`src/rtl/muldiv_pkg.sv`:
```
// Shared encodings for the HI/LO multiply/divide sequencer.
// Holds the op codes, FSM states and small op-decoding helpers.
package muldiv_pkg;

  localparam int WIDTH_DEFAULT = 32;

  typedef enum logic [1:0] {
    OP_MULT  = 2'b00,
    OP_MULTU = 2'b01,
    OP_DIV   = 2'b10,
    OP_DIVU  = 2'b11
  } op_t;

  typedef enum logic [2:0] {
    ST_IDLE  = 3'd0,
    ST_PREP  = 3'd1,
    ST_RUN   = 3'd2,
    ST_FIXUP = 3'd3,
    ST_DONE  = 3'd4
  } state_t;

  function automatic logic op_is_div(input logic [1:0] op);
    return op[1];
  endfunction

  // MULT and DIV (even encodings) are the signed flavours.
  function automatic logic op_is_signed(input logic [1:0] op);
    return ~op[0];
  endfunction

endpackage

```
`src/rtl/muldiv_operand_cond.sv`:
```
// Converts raw rs/rt operands into magnitudes plus the sign bits that the
// fixup step needs to restore a signed result.
module muldiv_operand_cond
  import muldiv_pkg::*;
#(
  parameter int WIDTH = WIDTH_DEFAULT
) (
  input  logic [1:0]       op,
  input  logic [WIDTH-1:0] a,
  input  logic [WIDTH-1:0] b,
  output logic [WIDTH-1:0] mag_a,
  output logic [WIDTH-1:0] mag_b,
  output logic             res_neg,
  output logic             rem_neg
);

  logic ext_a;
  logic ext_b;

  // The extension bit is the sign bit for signed ops and zero otherwise,
  // so one negate path serves both flavours. |0x80000000| stays 0x80000000.
  assign ext_a = op_is_signed(op) & a[WIDTH-1];
  assign ext_b = op_is_signed(op) & b[WIDTH-1];

  assign mag_a   = ext_a ? ((~a) + WIDTH'(1)) : a;
  assign mag_b   = ext_b ? ((~b) + WIDTH'(1)) : b;
  assign res_neg = ext_a ^ ext_b;
  assign rem_neg = ext_a;

endmodule

```
`src/rtl/muldiv_sequencer.sv`:
```
// Iterative radix-2 multiply / restoring divide unit owning the HI/LO pair.
// Handshake: start is sampled only in IDLE; busy covers PREP..FIXUP; done pulses one cycle with hi/lo valid.
module muldiv_sequencer
  import muldiv_pkg::*;
#(
  parameter int WIDTH = WIDTH_DEFAULT
) (
  input  logic             clk,
  input  logic             rst_n,
  input  logic             start,
  input  logic [1:0]       op,
  input  logic [WIDTH-1:0] a,
  input  logic [WIDTH-1:0] b,
  input  logic             hi_write,
  input  logic             lo_write,
  input  logic [WIDTH-1:0] write_data,
  output logic             busy,
  output logic             done,
  output logic             div_by_zero,
  output logic [WIDTH-1:0] hi,
  output logic [WIDTH-1:0] lo,
  output state_t           dbg_state
);

  localparam int CW = (WIDTH > 1) ? $clog2(WIDTH) : 1;

  state_t state;
  state_t state_nxt;

  logic [1:0]         op_q;
  logic [WIDTH-1:0]   a_q;
  logic [WIDTH-1:0]   b_q;
  logic               res_neg_q;
  logic               rem_neg_q;
  logic               dbz_q;
  logic [2*WIDTH-1:0] acc;
  logic [CW-1:0]      cnt;

  logic [WIDTH-1:0]   mag_a;
  logic [WIDTH-1:0]   mag_b;
  logic               res_neg;
  logic               rem_neg;
  logic               is_div;
  logic               div_zero;

  logic [WIDTH:0]     mul_sum;
  logic [WIDTH:0]     div_part;
  logic [WIDTH:0]     div_trial;
  logic [2*WIDTH-1:0] acc_step;
  logic [2*WIDTH-1:0] fix_prod;
  logic [WIDTH-1:0]   fix_q;
  logic [WIDTH-1:0]   fix_r;

  muldiv_operand_cond #(.WIDTH(WIDTH)) u_cond (
    .op      (op_q),
    .a       (a_q),
    .b       (b_q),
    .mag_a   (mag_a),
    .mag_b   (mag_b),
    .res_neg (res_neg),
    .rem_neg (rem_neg)
  );

  assign is_div   = op_is_div(op_q);
  assign div_zero = is_div && (b_q == '0);

  always_ff @(posedge clk or negedge rst_n) begin
    if (!rst_n) state <= ST_IDLE;
    else        state <= state_nxt;
  end

  always_comb begin
    state_nxt = state;
    case (state)
      ST_IDLE:  if (start) state_nxt = ST_PREP;
      ST_PREP:  state_nxt = div_zero ? ST_DONE : ST_RUN;
      ST_RUN:   if (cnt == CW'(WIDTH - 1)) state_nxt = ST_FIXUP;
      ST_FIXUP: state_nxt = ST_DONE;
      ST_DONE:  state_nxt = ST_IDLE;
      default:  state_nxt = ST_IDLE;
    endcase
  end

  // One iteration step. Both algorithms start from acc = {0, |A|} and use b_q
  // (|B| after PREP) as multiplicand or divisor.
  always_comb begin
    mul_sum   = {1'b0, acc[2*WIDTH-1:WIDTH]} + (acc[0] ? {1'b0, b_q} : '0);
    div_part  = {acc[2*WIDTH-1:WIDTH], acc[WIDTH-1]};
    div_trial = div_part - {1'b0, b_q};
    if (is_div) begin
      if (div_trial[WIDTH]) acc_step = {div_part[WIDTH-1:0], acc[WIDTH-2:0], 1'b0};
      else                  acc_step = {div_trial[WIDTH-1:0], acc[WIDTH-2:0], 1'b1};
    end else begin
      acc_step = {mul_sum, acc[WIDTH-1:1]};
    end
    fix_prod = res_neg_q ? -acc : acc;
    fix_q    = res_neg_q ? -acc[WIDTH-1:0] : acc[WIDTH-1:0];
    fix_r    = rem_neg_q ? -acc[2*WIDTH-1:WIDTH] : acc[2*WIDTH-1:WIDTH];
  end

  always_ff @(posedge clk or negedge rst_n) begin
    if (!rst_n) begin
      op_q      <= '0;
      a_q       <= '0;
      b_q       <= '0;
      res_neg_q <= 1'b0;
      rem_neg_q <= 1'b0;
      dbz_q     <= 1'b0;
      acc       <= '0;
      cnt       <= '0;
      hi        <= '0;
      lo        <= '0;
    end else begin
      case (state)
        ST_IDLE: begin
          if (start) begin
            op_q <= op;
            a_q  <= a;
            b_q  <= b;
          end
          // MTHI/MTLO still land when issued alongside a launch.
          if (hi_write) hi <= write_data;
          if (lo_write) lo <= write_data;
        end
        ST_PREP: begin
          res_neg_q <= res_neg;
          rem_neg_q <= rem_neg;
          b_q       <= mag_b;
          acc       <= {{WIDTH{1'b0}}, mag_a};
          cnt       <= '0;
          dbz_q     <= div_zero;
          if (div_zero) begin
            hi <= a_q;
            lo <= '1;
          end
        end
        ST_RUN: begin
          acc <= acc_step;
          cnt <= cnt + CW'(1);
        end
        ST_FIXUP: begin
          if (is_div) begin
            hi <= fix_r;
            lo <= fix_q;
          end else begin
            hi <= fix_prod[2*WIDTH-1:WIDTH];
            lo <= fix_prod[WIDTH-1:0];
          end
        end
        ST_DONE: dbz_q <= 1'b0;
        default: dbz_q <= 1'b0;
      endcase
    end
  end

  assign busy        = (state == ST_PREP) || (state == ST_RUN) || (state == ST_FIXUP);
  assign done        = (state == ST_DONE);
  assign div_by_zero = done & dbz_q;
  assign dbg_state   = state;

endmodule

```
`config.mk`:
```
export PLATFORM = sky130hd
export DESIGN_NAME = muldiv_sequencer
export DESIGN_NICKNAME = d
export VERILOG_FILES = /design/src/rtl/muldiv_pkg.sv /design/src/rtl/muldiv_operand_cond.sv /design/src/rtl/muldiv_sequencer.sv
export SDC_FILE = /design/constraint.sdc
export NUM_CORES = 1
export LEC_CHECK = 0
export ABC_CLOCK_PERIOD_IN_PS = 3640
export BUFFER_PORTS_ARGS = -buffer_cell sky130_fd_sc_hd__buf_2
export CAP_MARGIN = 20
export CELL_PAD_IN_SITES_DETAIL_PLACEMENT = 2
export CELL_PAD_IN_SITES_GLOBAL_PLACEMENT = 2
export CORE_UTILIZATION = 36
export DETAILED_ROUTE_END_ITERATION = 10
export GPL_TIMING_DRIVEN = 0
export PLACE_DENSITY_LB_ADDON = 0.08
export SYNTH_ARGS = -nofsm -noshare
export SYNTH_HDL_FRONTEND = slang
export SYNTH_HIERARCHICAL = 1
export SYNTH_SLANG_ARGS = --single-unit
```
`constraint.sdc`:
```
create_clock -name clk -period 3.64 [get_ports clk]
set_clock_uncertainty 0.15 [all_clocks]
set_input_delay 0.364 -clock clk [delete_from_list [all_inputs] [get_ports clk]]
set_output_delay 0.364 -clock clk [all_outputs]
set_load 0.05 [all_outputs]
```
# Word-level counts from Yosys, hierarchy flattened
# Index checks and enable logic that the tools add are counted.
# totals
ff_bits,205
inputBits,103
out_inout_bits,70
elab_cells,76
# classes
addsub,8
n_eq_ne,11
n_mux,25
n_bitwise,7
n_reduce_logical,14
# ops
operator,n
32-bit 2-to-1 mux,12
64-bit 2-to-1 mux,3
32-bit case mux with 3 select lines,2
64-bit case mux with 2 select lines,1
"32-bit by 1-bit adder with 32-bit output, second input constant",2
32-bit negation,2
64-bit negation,1
32-bit NOT,2
32-bit case mux with 2 select lines,1
32-bit by 32-bit adder with 33-bit output,1
33-bit by 32-bit subtractor with 33-bit output,1
32-bit zero test,1
3-bit case mux with 4 select lines,1
"2-bit inequality test, second input constant",5
5-bit case mux with 2 select lines,1
3-bit 2-to-1 mux,3
3-bit AND reduction,3
"3-bit by 2-bit == test with 1-bit output, second input constant",2
"5-bit by 1-bit adder with 5-bit output, second input constant",1
"5-bit == test, second input constant",1
2-bit AND reduction,2
2-bit nonzero test,2
1-bit AND,3
"3-bit by 1-bit == test with 1-bit output, second input constant",1
other kinds (10),11

# Longest topological paths before layout
# Gate-level depths: netlist of run 1.
# depth
word_depth,4
depth_mapped,15
ltp_nobuf,13

# Cells and area by module
# Netlist of run 1, hierarchy kept.
# by_module_without_submodules
mod,n_inst,cells_per_inst,area_each_um2,seq_area_each_um2
muldiv_sequencer,1,1770,14836.7,5129.9
muldiv_operand_cond,1,234,1587.8,0.0

# Worst setup path after synthesis of run 1
# OpenSTA, ideal clock, no wires.
# synth_path
kind,register to register
startpoint,reg b_q[25]
endpoint,reg acc[56]
setup_ns,0.126
arrival_ns,3.083
required_ns,3.364
slack_ns,0.281
path_stages_with_launch,16
n_path_buf,4
period_less_slack_ns,3.359
path_cell_list,dfrtp_1 -> inv_1 -> ha_1 -> buf_2 -> nand4_1 -> or3_1 -> clkbuf_1 -> nor4b_1 -> o21a_1 -> nor4_1 -> or3_1 -> clkbuf_1 -> buf_4 -> nand2_1 -> o21ai_1 -> a221o_1
# synth_between
elab_chain_cells,4
word_cells_on_any_way,6
classes_between,add/sub (2); mux (4)
# synth_rtl
element,line_no,source
from (decl),muldiv_sequencer.sv:32,logic [WIDTH-1:0] b_q;
from (signal assigned),muldiv_sequencer.sv:128,b_q <= mag_b;
33-bit by 32-bit subtractor with 33-bit output or 32-bit 2-to-1 mux (tied branches),"muldiv_sequencer.sv:89, muldiv_sequencer.sv:87",
64-bit 2-to-1 mux or 32-bit by 32-bit adder with 33-bit output (tied branches),"muldiv_sequencer.sv:91, muldiv_sequencer.sv:87",
64-bit 2-to-1 mux (*),muldiv_sequencer.sv:90,if (is_div) begin
64-bit case mux with 2 select lines (*),muldiv_sequencer.sv:114,case (state)
to (signal assigned),muldiv_sequencer.sv:129,"acc <= {{WIDTH{1'b0}}, mag_a};"
to (signal assigned),muldiv_sequencer.sv:138,acc <= acc_step;
to (decl),muldiv_sequencer.sv:36,logic [2*WIDTH-1:0] acc;
# Every way passes the cells marked *; elsewhere a longest branch is shown, timed or not.
# A chain may end at the register's enable or synchronous reset.

# Worst setup path in the final report of run 1
# layout_path
startpoint,reg acc[36]
endpoint,reg acc[36]
# layout_between
elab_chain_cells,4
word_cells_on_any_way,5
classes_between,add/sub (2); mux (3)
# layout_rtl
element,line_no,source
33-bit by 32-bit subtractor with 33-bit output,muldiv_sequencer.sv:89,"div_trial = div_part - {1'b0, b_q};"
64-bit 2-to-1 mux,muldiv_sequencer.sv:91,"if (div_trial[WIDTH]) acc_step = {div_part[WIDTH-1:0], acc[WIDTH-2:0], 1'b0};"
64-bit 2-to-1 mux (*),muldiv_sequencer.sv:90,
64-bit case mux with 2 select lines (*),muldiv_sequencer.sv:114,
# Marks and branches as above.

==> results.txt, run 1 <==
----------------------------------------------------
[Floorplan]
  Total die area ... 46500 µm²
  Die Ht ... 216 µm
  Die boundary width ... 216 µm
  Site row count ... 77
  Core Area ... 44600 µm²
  Effective utilization at floorplan ... 36.8%
  I/O pin count ... 173

[Layout]
  # diodes ... 0
  Commonest cells after routing, fill and taps aside ... 205 x sky130_fd_sc_hd__nor2_1, 190 x sky130_fd_sc_hd__nand2_1, 179 x sky130_fd_sc_hd__buf_2, 173 x sky130_fd_sc_hd__dfrtp_1, 172 x sky130_fd_sc_hd__o21ai_0
  Most common cell after layout, fill and taps aside ... sky130_fd_sc_hd__nor2_1
  Post-route cell area ... 20600 µm²
  Area overhead of the layout relative to synthesis ... 25.1%
  Fillers ... 4959
  Fraction of layout instances using a drive strength above 1 ... 19.5%
  Number of nets in the finished design ... 2482

[Worst hold path]
  Class of the worst hold path ... in2reg
  Endpoint, Worst Hold ... hi[25]
  Launch point of the worst hold path ... write_data[25]
  Worst Hold Path Cells ... 3

[Global routing]
  Largest net degree at the start of global routing ... 107
  Total Routing Usage GR ... 34.5%
  Global-route wire length before repair ... 123000 µm
  GRT overflow ... 0
  Via count of the first global-routing pass ... 19196
  Number of antenna violations at the first check in global routing ... 0

[Critical path]
  Critical-path cell list ... ha_2 -> a21o_1 -> o31a_1 -> o21a_4 -> o211a_1 -> or3_4 -> buf_4 -> mux2_2 -> a21oi_1 -> o21ai_0
  Cell count of the worst reg-to-reg path ... 10
  Maximum cell stage delay along the critical path ... 600 ps
  Reg2reg end ... acc[36]
  CP Data Required Time ... 3920 ps
  CP Launch Type ... flop
  Slowest CP cell ... sky130_fd_sc_hd__dfrtp_1
  Type of destination of the critical path ... flop
  Worst flop-to-flop path startpoint ... acc[36]
  Arrival time of the worst setup path ... 3890 ps
  Worst-case register-to-register setup slack ... 30 ps
  Category of the critical setup timing path ... reg2reg
  Peak fanout along the critical path ... 8

[Yosys]
  Synth Area per Inst ... 8.20 µm²
  Post-Syn Area ... 16400 µm²
  Sequential element share of the synthesized area ... 31.2%
  FFs w/ async S/R, synth ... 100%
  Synthesized flop and latch total ... 205
  Cells after Synth ... 2004
  Synth Warn # ... 6
  Distinct cells, synth ... 79
  Count of flip-flops with a built-in enable after synthesis ... 0
  Post-synthesis net count ... 2179
  Commonest register cell after synthesis ... sky130_fd_sc_hd__dfrtp_1

[Clock tree]
  CTS clock-pin slew for the worst setup and hold paths ... 70 ps
  Number of buffers on the longest clock path ... 3
  Clock latency of the later-clocked register in the worst-skew pair ... 580 ps
  Clock buffer count from CTS ... 27
  Number of sinks driven by the clock tree ... 205
  Clock tree from TritonCTS ... yes
  Buffer type at the clock tree root ... sky130_fd_sc_hd__clkbuf_16
  Number of H-tree levels ... 1

[Route]
  Average via count per standard cell ... 6.07
  Count of vias placed by the detailed router ... 17729
  Number of remaining DRC errors ... 0
  Iter 0 DRT Violations ... 1086
  Wirelength per Cell ... 28.0 µm
  Final antenna-violating net count ... 0
  Number of detailed-route iterations in the first pass ... 7
  Final routed wirelength across all metal layers ... 81800 µm

[Pwr]
  Max IR drop VDD ... 0.000640 V
  Leak ... 8.84 nW
  Total power draw ... 0.0255 W
  Total power density per cell area ... 1240 nW/µm²

[Timing]
  Final count of hold timing violations ... 1
  Minimum setup slack in the final design ... 25.7 ps
  Final worst hold slack ... -9.86 ps
  Share of the clock period used by the worst path ... 99.3%
  Final critical-path required period ... 3610 ps
  Final Setup Violations ... 0
  Worst-margin pin slew ... 914 ps
  Final-report max-slew violation count ... 0
  Unrepaired setup endpoints after global routing ... yes
  Worst slew margin relative to its limit ... 39.1%
  Final TNS setup ... 0 ps
  Peak clock frequency supported by timing ... 0.277 GHz

[Placed design]
  Placement Cell Area ... 18100 µm²
  IO Port Bufs ... 172
  Routability cong. ... 0.934
  Worst slack at placement ... -1080 ps
  Dpl hpwl ... 59800 µm

[Outcome]
  Violations in the final reports ... hold timing
  Run status ... complete, but fails checks

[Job]
  Max-capacitance violation count ... 0

----------------------------------------------------
[logic make-up (layout without fill, tap and decap cells)]
family,count (synthesis),after routing,synth area share [%]
xor+xnor,171,171,9.12
mux,98,98,6.26
compound gates,615,615,24.1
simple gates,657,657,19.2
buf+inv,186,510,4.53
flops,205,205,31.2
fa+ha+maj,72,72,5.58
[cell usage after synthesis, types with 8 or more instances]
cell | instances | area, µm²
sky130_fd_sc_hd__nor2_1 | 207 | 777
sky130_fd_sc_hd__dfrtp_1 | 205 | 5130
sky130_fd_sc_hd__nand2_1 | 192 | 721
sky130_fd_sc_hd__o21ai_0 | 178 | 891
sky130_fd_sc_hd__a21oi_1 | 151 | 756
sky130_fd_sc_hd__clkbuf_1 | 105 | 394
sky130_fd_sc_hd__xor2_1 | 92 | 806
sky130_fd_sc_hd__xnor2_1 | 79 | 692
sky130_fd_sc_hd__ha_1 | 70 | 876
sky130_fd_sc_hd__mux2i_1 | 60 | 601
sky130_fd_sc_hd__inv_1 | 55 | 206
sky130_fd_sc_hd__mux2_2 | 38 | 428
sky130_fd_sc_hd__nor3_1 | 38 | 190
sky130_fd_sc_hd__nand3_1 | 36 | 180
sky130_fd_sc_hd__a21o_1 | 34 | 255
sky130_fd_sc_hd__a221o_1 | 34 | 340
sky130_fd_sc_hd__o31ai_1 | 31 | 233
sky130_fd_sc_hd__nor4_1 | 29 | 181
sky130_fd_sc_hd__a31oi_1 | 25 | 156
sky130_fd_sc_hd__o22ai_1 | 24 | 150
sky130_fd_sc_hd__a211oi_1 | 22 | 165
sky130_fd_sc_hd__nand2b_1 | 22 | 138
sky130_fd_sc_hd__or4_1 | 20 | 150
sky130_fd_sc_hd__or3_1 | 16 | 100
sky130_fd_sc_hd__nand4_1 | 15 | 93.8
sky130_fd_sc_hd__or2_2 | 13 | 81.3
sky130_fd_sc_hd__a22oi_1 | 12 | 90.1
sky130_fd_sc_hd__and2_1 | 12 | 75.1
sky130_fd_sc_hd__and3_1 | 11 | 68.8
sky130_fd_sc_hd__nor2b_1 | 11 | 68.8
sky130_fd_sc_hd__o211ai_1 | 11 | 82.6
sky130_fd_sc_hd__o221ai_1 | 11 | 96.3
sky130_fd_sc_hd__buf_2 | 10 | 50.1
sky130_fd_sc_hd__buf_1 | 9 | 33.8
sky130_fd_sc_hd__o21a_1 | 9 | 67.6
sky130_fd_sc_hd__o41ai_1 | 9 | 78.8
sky130_fd_sc_hd__a221oi_1 | 8 | 70.1
[timing repair]
action                                 4_1_cts  5_1_grt
hold buffers                                80        0
setup endpoints to repair                  106       63
pin swaps                                   11       14
endpoints found under the hold margin      180        0
resized for setup                           88       71
setup buffers                               16       16
[worst max path at each step]
| stage | start | end | slack [ps] | cells after the start |
|---|---|---|---|---|
| after floorplan | b_q[25] | acc[56] | 280 | 15 |
| after global placement | rst_n | acc[62] | -1870 | 1 |
| after detailed placement | b_q[21] | acc[34] | -1080 | 13 |
| after CTS | acc[10] | hi[6] | 5 | 11 |
| after global routing | b_q[28] | acc[62] | -40 | 13 |
| final | acc[36] | acc[36] | 30 | 10 |
[area by class of cell]
type                       instances  area [µm²]  area share, %
inverter                          55         213           1.04
clock inverter                    13         200          0.974
sequential                       205        5170           25.2
tap                              592         741           3.60
clock buffer                      37         743           3.62
buffer                           119         563           2.74
multi-input combinational       1613       11000           53.4
timing repair buffer             286        1960           9.52
[critical path: cells and delay by family, from the launching register on]
family | cells | cell delay, ps
fa+ha+maj | 1 | 420
buf+inv | 1 | 170
simple gates | 1 | 440
compound gates | 6 | 1410
mux | 1 | 260
flops | 1 | 600
[where the power goes]
group	total (W)	internal (W)	switching, W
sequential	0.00541	0.00340	0.00201
clock	0.00297	0.00178	0.00118
combinational	0.0171	0.00595	0.0111
[metrics by stage]
stage | util (%) | std cells
floorplan | - | 2004
global placement | 40.4 | 2768
detailed placement | 40.5 | 2770
CTS | 45.3 | 2909
global route | 46.1 | 2920
finish | 46.1 | 2920
[flip-flops by register name, indices dropped and copies added (netlist names)]
name and count:
lo 32, acc 64, res_neg_q 1, cnt 5, rem_neg_q 1, b_q 32, hi 32, dbg_state 3
a_q 32, op_q 2, dbz_q 1
[layer usage]
metal	global-route usage, %	routed length, µm	vias to the layer above
met4	18.9	4700	0
met3	3.10	2990	165
li1	-	-	7933
met2	59.4	39800	496
met1	42.6	34300	9135
met5	0	0	-
(Power assumes the default switching activity.)
==> run 2, diff against run 1 <==
--- a/config.mk
+++ b/config.mk
@@ -13,6 +13,7 @@
 export CORE_UTILIZATION = 36
 export DETAILED_ROUTE_END_ITERATION = 10
 export GPL_TIMING_DRIVEN = 0
+export MAX_ROUTING_LAYER = met4
 export PLACE_DENSITY_LB_ADDON = 0.08
 export SYNTH_ARGS = -nofsm -noshare
 export SYNTH_HDL_FRONTEND = slang
==> run 2 against run 1 <==
The run now ends clean; count of clock-buffer cells in the layout grew 4; register-to-register slack gained 20 ps; clock power shrank 10%; global-route usage grew 0.67 points; final cell count shrank 0.24%; worst hold slack gained 22 ps.
==> results.txt, run 2 (synthesis results as in run 1) <==
----------------------------------------------------
[Outcome]
  Run status ... finished, final reports clean

[Global routing]
  Largest net degree at the start of global routing ... 86
  Total Routing Usage GR ... 35.2%
  Via count of the first global-routing pass ... 19083
  Global-route wire length before repair ... 122000 µm
  Number of antenna violations at the first check in global routing ... 0
  GRT overflow ... 0

[Floorplan]
  Core Area ... 44600 µm²
  Total die area ... 46500 µm²
  Site row count ... 77
  Die Ht ... 216 µm
  Die boundary width ... 216 µm
  Effective utilization at floorplan ... 36.8%
  I/O pin count ... 173

[Clock tree]
  Clock latency of the later-clocked register in the worst-skew pair ... 580 ps
  Clock buffer count from CTS ... 27
  CTS clock-pin slew for the worst setup and hold paths ... 60 ps
  Buffer type at the clock tree root ... sky130_fd_sc_hd__clkbuf_16
  Number of buffers on the longest clock path ... 3
  Number of sinks driven by the clock tree ... 205
  Number of H-tree levels ... 1
  Clock tree from TritonCTS ... yes

[Critical path]
  First element of the critical path ... b_q[0]
  Worst path buffer plus inverter count ... 1
  Category of the critical setup timing path ... reg2reg
  Type of destination of the critical path ... flop
  Slowest CP cell ... sky130_fd_sc_hd__dfrtp_2
  Reg2reg end ... acc[56]
  Critical-path cell list ... ha_2 -> fa_1 -> nand2b_4 -> a21oi_4 -> o31a_1 -> o21a_4 -> nor4_4 -> or3_4 -> buf_8 -> nand2_2 -> o21ai_1 -> a221o_1
  Crit path to ... acc[56]
  Worst-case register-to-register setup slack ... 50 ps
  Maximum cell stage delay along the critical path ... 480 ps
  Gate family responsible for the most delay along the worst path ... compound AO/OA/AOI/OAI gates
  CP Data Required Time ... 3930 ps
  Critical path depth ... 12
  Peak fanout along the critical path ... 10
  Cell count of the worst reg-to-reg path ... 12
  CP Launch Type ... flop
  Arrival time of the worst setup path ... 3880 ps
  Worst flop-to-flop path startpoint ... b_q[0]

[Layout]
  Most common cell after layout, fill and taps aside ... sky130_fd_sc_hd__nor2_1
  Post-route insts no fill ... 2913
  Fraction of layout instances using a drive strength above 1 ... 20.1%
  Flip-flop count of the largest register, all copies and words added ... 64
  Area overhead of the layout relative to synthesis ... 24.6%
  Sequential cell area ... 5170 µm²
  Fillers ... 4989
  Area of the multi-input gates ... 11000 µm²
  # diodes ... 0
  Number of nets in the finished design ... 2477
  Commonest cells after routing, fill and taps aside ... 204 x sky130_fd_sc_hd__nor2_1, 190 x sky130_fd_sc_hd__nand2_1, 176 x sky130_fd_sc_hd__buf_2, 172 x sky130_fd_sc_hd__o21ai_0, 172 x sky130_fd_sc_hd__dfrtp_1
  Register with the highest flop count ... acc

[Route]
  Wirelength per Cell ... 27.7 µm
  Final routed wirelength across all metal layers ... 80800 µm
  Average via count per standard cell ... 6.04
  Count of vias placed by the detailed router ... 17587
  Iter 0 DRT Violations ... 1022
  Number of remaining DRC errors ... 0
  Number of detailed-route iterations in the first pass ... 5
  Final antenna-violating net count ... 0

[Pwr]
  Sequential power share ... 21.6%
  Leak ... 8.76 nW
  Internal power component ... 0.0109 W
  Max IR drop VDD ... 0.000509 V
  Relative contribution of combinational cells to total power ... 67.7%
  Total power density per cell area ... 1220 nW/µm²
  Total power draw ... 0.0250 W
  Sw frac ... 56.6%
  Share of power burned in the clock network ... 10.7%
  Reported net switching power ... 0.0141 W

[Timing]
  Final Setup Violations ... 0
  Final-report max-slew violation count ... 0
  Final critical-path required period ... 3590 ps
  Share of the clock period used by the worst path ... 98.7%
  Worst-margin pin slew ... 886 ps
  Peak clock frequency supported by timing ... 0.278 GHz
  Final count of hold timing violations ... 0
  Worst slew margin relative to its limit ... 40.4%

[Placed design]
  Dpl hpwl ... 59900 µm
  IO Port Bufs ... 172
  Routability cong. ... 0.971
  Number of cells after detailed placement ... 2771

[Worst hold path]
  Class of the worst hold path ... in2reg

[Job]
  Max-capacitance violation count ... 0

----------------------------------------------------
run 2: worst min path at each step:
stage / startpoint / to / slack [ps] / cells after the start
2_1_floorplan: rst_n / a_q[0] / -80 / 0
3_3_place_gp: lo[13] / lo[13] / 310 / 2
3_5_place_dp: rst_n / a_q[10] / 190 / 1
4_1_cts: write_data[12] / lo[12] / 1 / 3
5_1_grt: write_data[25] / hi[25] / 40 / 3
6_report: write_data[19] / lo[19] / 10 / 3
run 2: cell type report:
type                    count  share of cell area, %
plain buffers             115                   2.61
clock buffers              41                   3.76
clock inverters             7                  0.312
inverters                  55                   1.02
multi-input cells        1613                   53.8
flip-flops and latches    205                   25.3
well taps                 592                   3.62
repair buffers            285                   9.57
run 2: through the flow:
step	instance area [µm²]	TNS (ps)	setup WS [ps]	utilization, %	hold WS (ps)
final	20500	0	46.9	45.9	11.7
after global routing	20500	-64.2	-18.4	45.9	43.5
after CTS	20000	-11.4	-11.4	44.8	1.47
after detailed placement	18100	-47660	-932	40.6	186
after global placement	18000	-426920	-1820	40.4	310
after floorplan	16400	0	281	-	-81.6
run 2: tightest hold or removal path: cells and delay by family:
kind,cells,cell delay (ps)
buf+inv,1,100
compound gates,2,230
run 2: power groups by stage:
stage	registers, W	logic [W]	clock network (W)
floorplan	0.00567	0.00954	0
global placement	0.00523	0.0150	0
detailed placement	0.00530	0.0155	0
CTS	0.00530	0.0160	0.00265
global route	0.00548	0.0182	0.00273
finish	0.00541	0.0169	0.00267
run 2: repair_timing:
| item | 4_1_cts | 5_1_grt |
|---|---|---|
| resized for setup | 76 | 97 |
| hold buffers | 79 | 0 |
| setup endpoints to repair | 97 | 57 |
| endpoints found under the hold margin | 131 | 0 |
| pin swaps | 11 | 16 |
| buffers inserted | 8 | 23 |
| gates cloned | 0 | 0 |
run 2: routing by layer:
layer / global-route usage, % / share of wire, %
met1: 43.1 / 43
met2: 58.5 / 48
met3: 2.73 / 3.5
met4: 17.3 / 5.4
met5: - / 0
==> run 3, diff against run 2 <==
--- a/config.mk
+++ b/config.mk
@@ -5,12 +5,13 @@
 export SDC_FILE = /design/constraint.sdc
 export NUM_CORES = 1
 export LEC_CHECK = 0
+export ABC_AREA = 1
 export ABC_CLOCK_PERIOD_IN_PS = 3640
 export BUFFER_PORTS_ARGS = -buffer_cell sky130_fd_sc_hd__buf_2
 export CAP_MARGIN = 20
 export CELL_PAD_IN_SITES_DETAIL_PLACEMENT = 2
 export CELL_PAD_IN_SITES_GLOBAL_PLACEMENT = 2
-export CORE_UTILIZATION = 36
+export CORE_UTILIZATION = 32
 export DETAILED_ROUTE_END_ITERATION = 10
 export GPL_TIMING_DRIVEN = 0
 export MAX_ROUTING_LAYER = met4
==> run 3 against run 2 <==
Final area rose by 14%; non-clock buffer count fell by 28; die area rose by 32%; global-route usage rose by 1.5 points; sequential cell count did not move; setup slack improved by 85 ps; first-iteration DRC count rose by 51%; worst hold slack improved by 46 ps; final cell count rose by 51%; critical endpoint is now acc[53].
==> results.txt, run 3 <==
----------------------------------------------------
[Yosys]
  Most instantiated cells after synthesis ... 1234 x sky130_fd_sc_hd__nand2_1, 444 x sky130_fd_sc_hd__inv_1, 356 x sky130_fd_sc_hd__nor2_1
  Count of flip-flops with a built-in enable after synthesis ... 0
  Cells after Synth ... 3312
  Post-Syn Area ... 19400 µm²
  Biggest area consumer among synthesized cells ... sky130_fd_sc_hd__dfrtp_1
  Synthesized flop and latch total ... 205
  Cell with the most instances after synthesis ... sky130_fd_sc_hd__nand2_1
  Leading cell types by total area after synthesis ... sky130_fd_sc_hd__dfrtp_1 26%, sky130_fd_sc_hd__nand2_1 24%, sky130_fd_sc_hd__nand3_1 8.6%
  Commonest register cell after synthesis ... sky130_fd_sc_hd__dfrtp_1
  Post-synthesis net count ... 3487
  Synth Warn # ... 6
  Sequential element share of the synthesized area ... 26.5%
  Distinct cells, synth ... 50
  FFs w/ async S/R, synth ... 100%
  Share of the synthesized area in the top cell type ... 26.5%
  Synth Area per Inst ... 5.85 µm²

[Pwr]
  Sw frac ... 62.2%
  Leak ... 12.3 nW
  Reported net switching power ... 0.0174 W
  Internal power component ... 0.0106 W
  Max IR drop VDD ... 0.000464 V
  Sequential power share ... 19.8%
  Total power density per cell area ... 1210 nW/µm²
  Share of power burned in the clock network ... 11.0%
  Relative contribution of combinational cells to total power ... 69.1%

[Floorplan]
  Total die area ... 61600 µm²
  Site row count ... 89
  Effective utilization at floorplan ... 32.6%
  Die Ht ... 248 µm
  Core Area ... 59500 µm²
  I/O pin count ... 173
  Die boundary width ... 248 µm

[Timing]
  Worst-margin pin slew ... 1420 ps
  Final count of hold timing violations ... 0
  Final-report max-slew violation count ... 0
  Final Setup Violations ... 0
  Final critical-path required period ... 3510 ps
  Share of the clock period used by the worst path ... 96.4%
  Peak clock frequency supported by timing ... 0.285 GHz
  Worst slew margin relative to its limit ... 4.09%
  Unrepaired setup endpoints after global routing ... no

[Clock tree]
  Number of sinks driven by the clock tree ... 205
  Clock latency of the later-clocked register in the worst-skew pair ... 600 ps
  Buffer type at the clock tree root ... sky130_fd_sc_hd__clkbuf_16
  Clock tree from TritonCTS ... yes
  Number of buffers on the longest clock path ... 3
  Clock buffer count from CTS ... 28
  CTS clock-pin slew for the worst setup and hold paths ... 70 ps
  Number of H-tree levels ... 1
  Setup fix buffers added after clock tree synthesis ... 0

[Layout]
  Flip-flop count of the largest register, all copies and words added ... 64
  Area overhead of the layout relative to synthesis ... 19.9%
  Commonest cells after routing, fill and taps aside ... 1234 x sky130_fd_sc_hd__nand2_1, 444 x sky130_fd_sc_hd__inv_1, 356 x sky130_fd_sc_hd__nor2_1, 334 x sky130_fd_sc_hd__nand3_1, 205 x sky130_fd_sc_hd__dfrtp_1
  Fraction of layout instances using a drive strength above 1 ... 8.64%
  Most common cell after layout, fill and taps aside ... sky130_fd_sc_hd__nand2_1
  Register with the highest flop count ... acc
  Post-route cell area ... 23300 µm²
  Post-route insts no fill ... 4410
  Number of nets in the finished design ... 3788
  Fillers ... 7476

[Critical path]
  Category of the critical setup timing path ... reg2reg
  Slowest CP cell ... sky130_fd_sc_hd__fa_1
  Cell seen most often among critical-path stages ... sky130_fd_sc_hd__nand2_1
  Critical-path cell list ... buf_2 -> clkbuf_4 -> nand2_1 -> inv_1 -> ha_1 -> inv_1 -> fa_1 -> o21ai_4 -> nand2_1 -> nand2_1 -> nand2_1 -> nand2_1 -> nand2_1 -> nand3_1 -> nand3_1 -> nand2_1 -> inv_1 -> nand2_1 -> nand2_1
  CP Launch Type ... flop
  CP Data Required Time ... 3950 ps
  Critical path depth ... 19
  Peak fanout along the critical path ... 10
  Reg2reg end ... acc[53]
  Crit path to ... acc[53]
  Worst-case register-to-register setup slack ... 130 ps
  Worst flop-to-flop path startpoint ... acc[0]
  Gate family responsible for the most delay along the worst path ... simple AND/OR/NAND/NOR gates
  First element of the critical path ... acc[0]
  Cell count of the worst reg-to-reg path ... 19
  Maximum cell stage delay along the critical path ... 500 ps
  Type of destination of the critical path ... flop
  Arrival time of the worst setup path ... 3820 ps
  Worst path buffer plus inverter count ... 5

[Route]
  Count of vias placed by the detailed router ... 24311
  Wirelength per Cell ... 25.2 µm
  Final antenna-violating net count ... 0
  Average via count per standard cell ... 5.51
  Number of detailed-route iterations in the first pass ... 5
  Number of remaining DRC errors ... 0
  Final routed wirelength across all metal layers ... 111000 µm
  Iter 0 DRT Violations ... 1543

[Worst hold path]
  Launch point of the worst hold path ... write_data[1]
  Class of the worst hold path ... in2reg

[Placed design]
  Dpl hpwl ... 85900 µm
  Routability cong. ... 0.953
  IO Port Bufs ... 172
  Number of cells after detailed placement ... 4260
  Placement Cell Area ... 21300 µm²

[Job]
  Max-capacitance violation count ... 0

[Global routing]
  Largest net degree at the start of global routing ... 109
  GRT overflow ... 0
  Total Routing Usage GR ... 36.7%
  Via count of the first global-routing pass ... 26115
  Global-route wire length before repair ... 164000 µm
  Number of antenna violations at the first check in global routing ... 6

[Outcome]
  Run status ... finished, final reports clean

----------------------------------------------------
[run 3: cell count changes after synthesis, moves of 29 or more]
cell,previous run,this run
sky130_fd_sc_hd__a21o_1,34,5
sky130_fd_sc_hd__a21oi_1,151,87
sky130_fd_sc_hd__a221o_1,34,0
sky130_fd_sc_hd__clkbuf_1,105,63
sky130_fd_sc_hd__inv_1,55,444
sky130_fd_sc_hd__mux2_2,38,0
sky130_fd_sc_hd__mux2i_1,60,0
sky130_fd_sc_hd__nand2_1,192,1234
sky130_fd_sc_hd__nand3_1,36,334
sky130_fd_sc_hd__nor2_1,207,356
sky130_fd_sc_hd__o31ai_1,31,2
sky130_fd_sc_hd__xnor2_1,79,18
sky130_fd_sc_hd__xor2_1,92,28
[run 3: cell type report]
cell class | instances | area [µm²] | share of cell area (%)
Inverter | 459 | 1730 | 7.42
Tap cell | 773 | 967 | 4.16
Timing Repair Buffer | 271 | 1880 | 8.08
Multi-Input combinational cell | 2547 | 12100 | 51.8
Buffer | 101 | 492 | 2.11
Antenna cell | 3 | 7.51 | 0.0323
Sequential cell | 205 | 5130 | 22.1
Clock buffer | 40 | 826 | 3.55
Clock inverter | 11 | 173 | 0.742
[run 3: worst min path at each step]
stage | endpoint | slack (ps) | depth (start not counted)
global placement | cnt[0] | 340 | 1
CTS | lo[1] | 30 | 3
floorplan | a_q[0] | -80 | 0
finish | lo[1] | 60 | 3
detailed placement | acc[61] | 320 | 1
global route | lo[1] | 80 | 3
[run 3: per-stage QoR]
| step | setup TNS (ps) | power [W] | worst slack (ps) | utilization [%] | hold WS, ps |
|---|---|---|---|---|---|
| finish | 0 | 0.0280 | 132 | 39.1 | 57.8 |
| floorplan | 0 | 0.0169 | 784 | - | -81.6 |
| detailed placement | -6510 | 0.0240 | -798 | 35.8 | 318 |
| global placement | -398390 | 0.0231 | -1960 | 35.7 | 338 |
| CTS | 0 | 0.0273 | 4.13 | 39.1 | 32.8 |
| global route | 0 | 0.0299 | 8.88 | 39.1 | 82.8 |
[run 3: cells by family (layout without fill, tap and decap cells)]
kind of cell / count (synthesis) / after routing / synth area share (%)
adders and majority gates: 72 / 72 / 4.72
xor gates and xnor gates: 46 / 46 / 2.08
other: 0 / 3 / 0
AOI/OAI and AO/OA: 370 / 370 / 11.2
and+or+nand+nor: 2059 / 2059 / 44.1
DFF: 205 / 205 / 26.5
buffers and inverters: 560 / 882 / 11.4
[run 3: power groups by stage]
stage / Sequential, W / Combinational (W) / Clock [W]
finish: 0.00556 / 0.0194 / 0.00309
detailed placement: 0.00544 / 0.0185 / 0
global placement: 0.00536 / 0.0177 / 0
global route: 0.00561 / 0.0211 / 0.00317
floorplan: 0.00566 / 0.0112 / 0
CTS: 0.00541 / 0.0188 / 0.00308
[run 3: routing by layer]
metal	up-vias	track usage, %	part of all wire (%)
met5	-	-	0
met4	0	8.36	2.4
met3	135	3.88	4.8
met2	644	59.0	46
met1	12432	49.4	46
li1	11100	-	-
[run 3: timing repair]
item / CTS / global route
hold endpoints to repair: 192 / 0
endpoints found under the setup margin: 14 / 7
hold buffers: 96 / 0
pin swaps: 0 / 1
gates resized for setup: 4 / 3
[run 3: worst reg2reg max path: stages (launching register included)]
cell and delay (ps):
sky130_fd_sc_hd__dfrtp_1 320, sky130_fd_sc_hd__buf_2 220, sky130_fd_sc_hd__clkbuf_4 290, sky130_fd_sc_hd__nand2_1 80, sky130_fd_sc_hd__inv_1 70, sky130_fd_sc_hd__ha_1 210
sky130_fd_sc_hd__inv_1 90, sky130_fd_sc_hd__fa_1 500, sky130_fd_sc_hd__o21ai_4 280, sky130_fd_sc_hd__nand2_1 90, sky130_fd_sc_hd__nand2_1 130, sky130_fd_sc_hd__nand2_1 70
sky130_fd_sc_hd__nand2_1 220, sky130_fd_sc_hd__nand2_1 120, sky130_fd_sc_hd__nand3_1 80, sky130_fd_sc_hd__nand3_1 80, sky130_fd_sc_hd__nand2_1 190, sky130_fd_sc_hd__inv_1 70
sky130_fd_sc_hd__nand2_1 60, sky130_fd_sc_hd__nand2_1 50
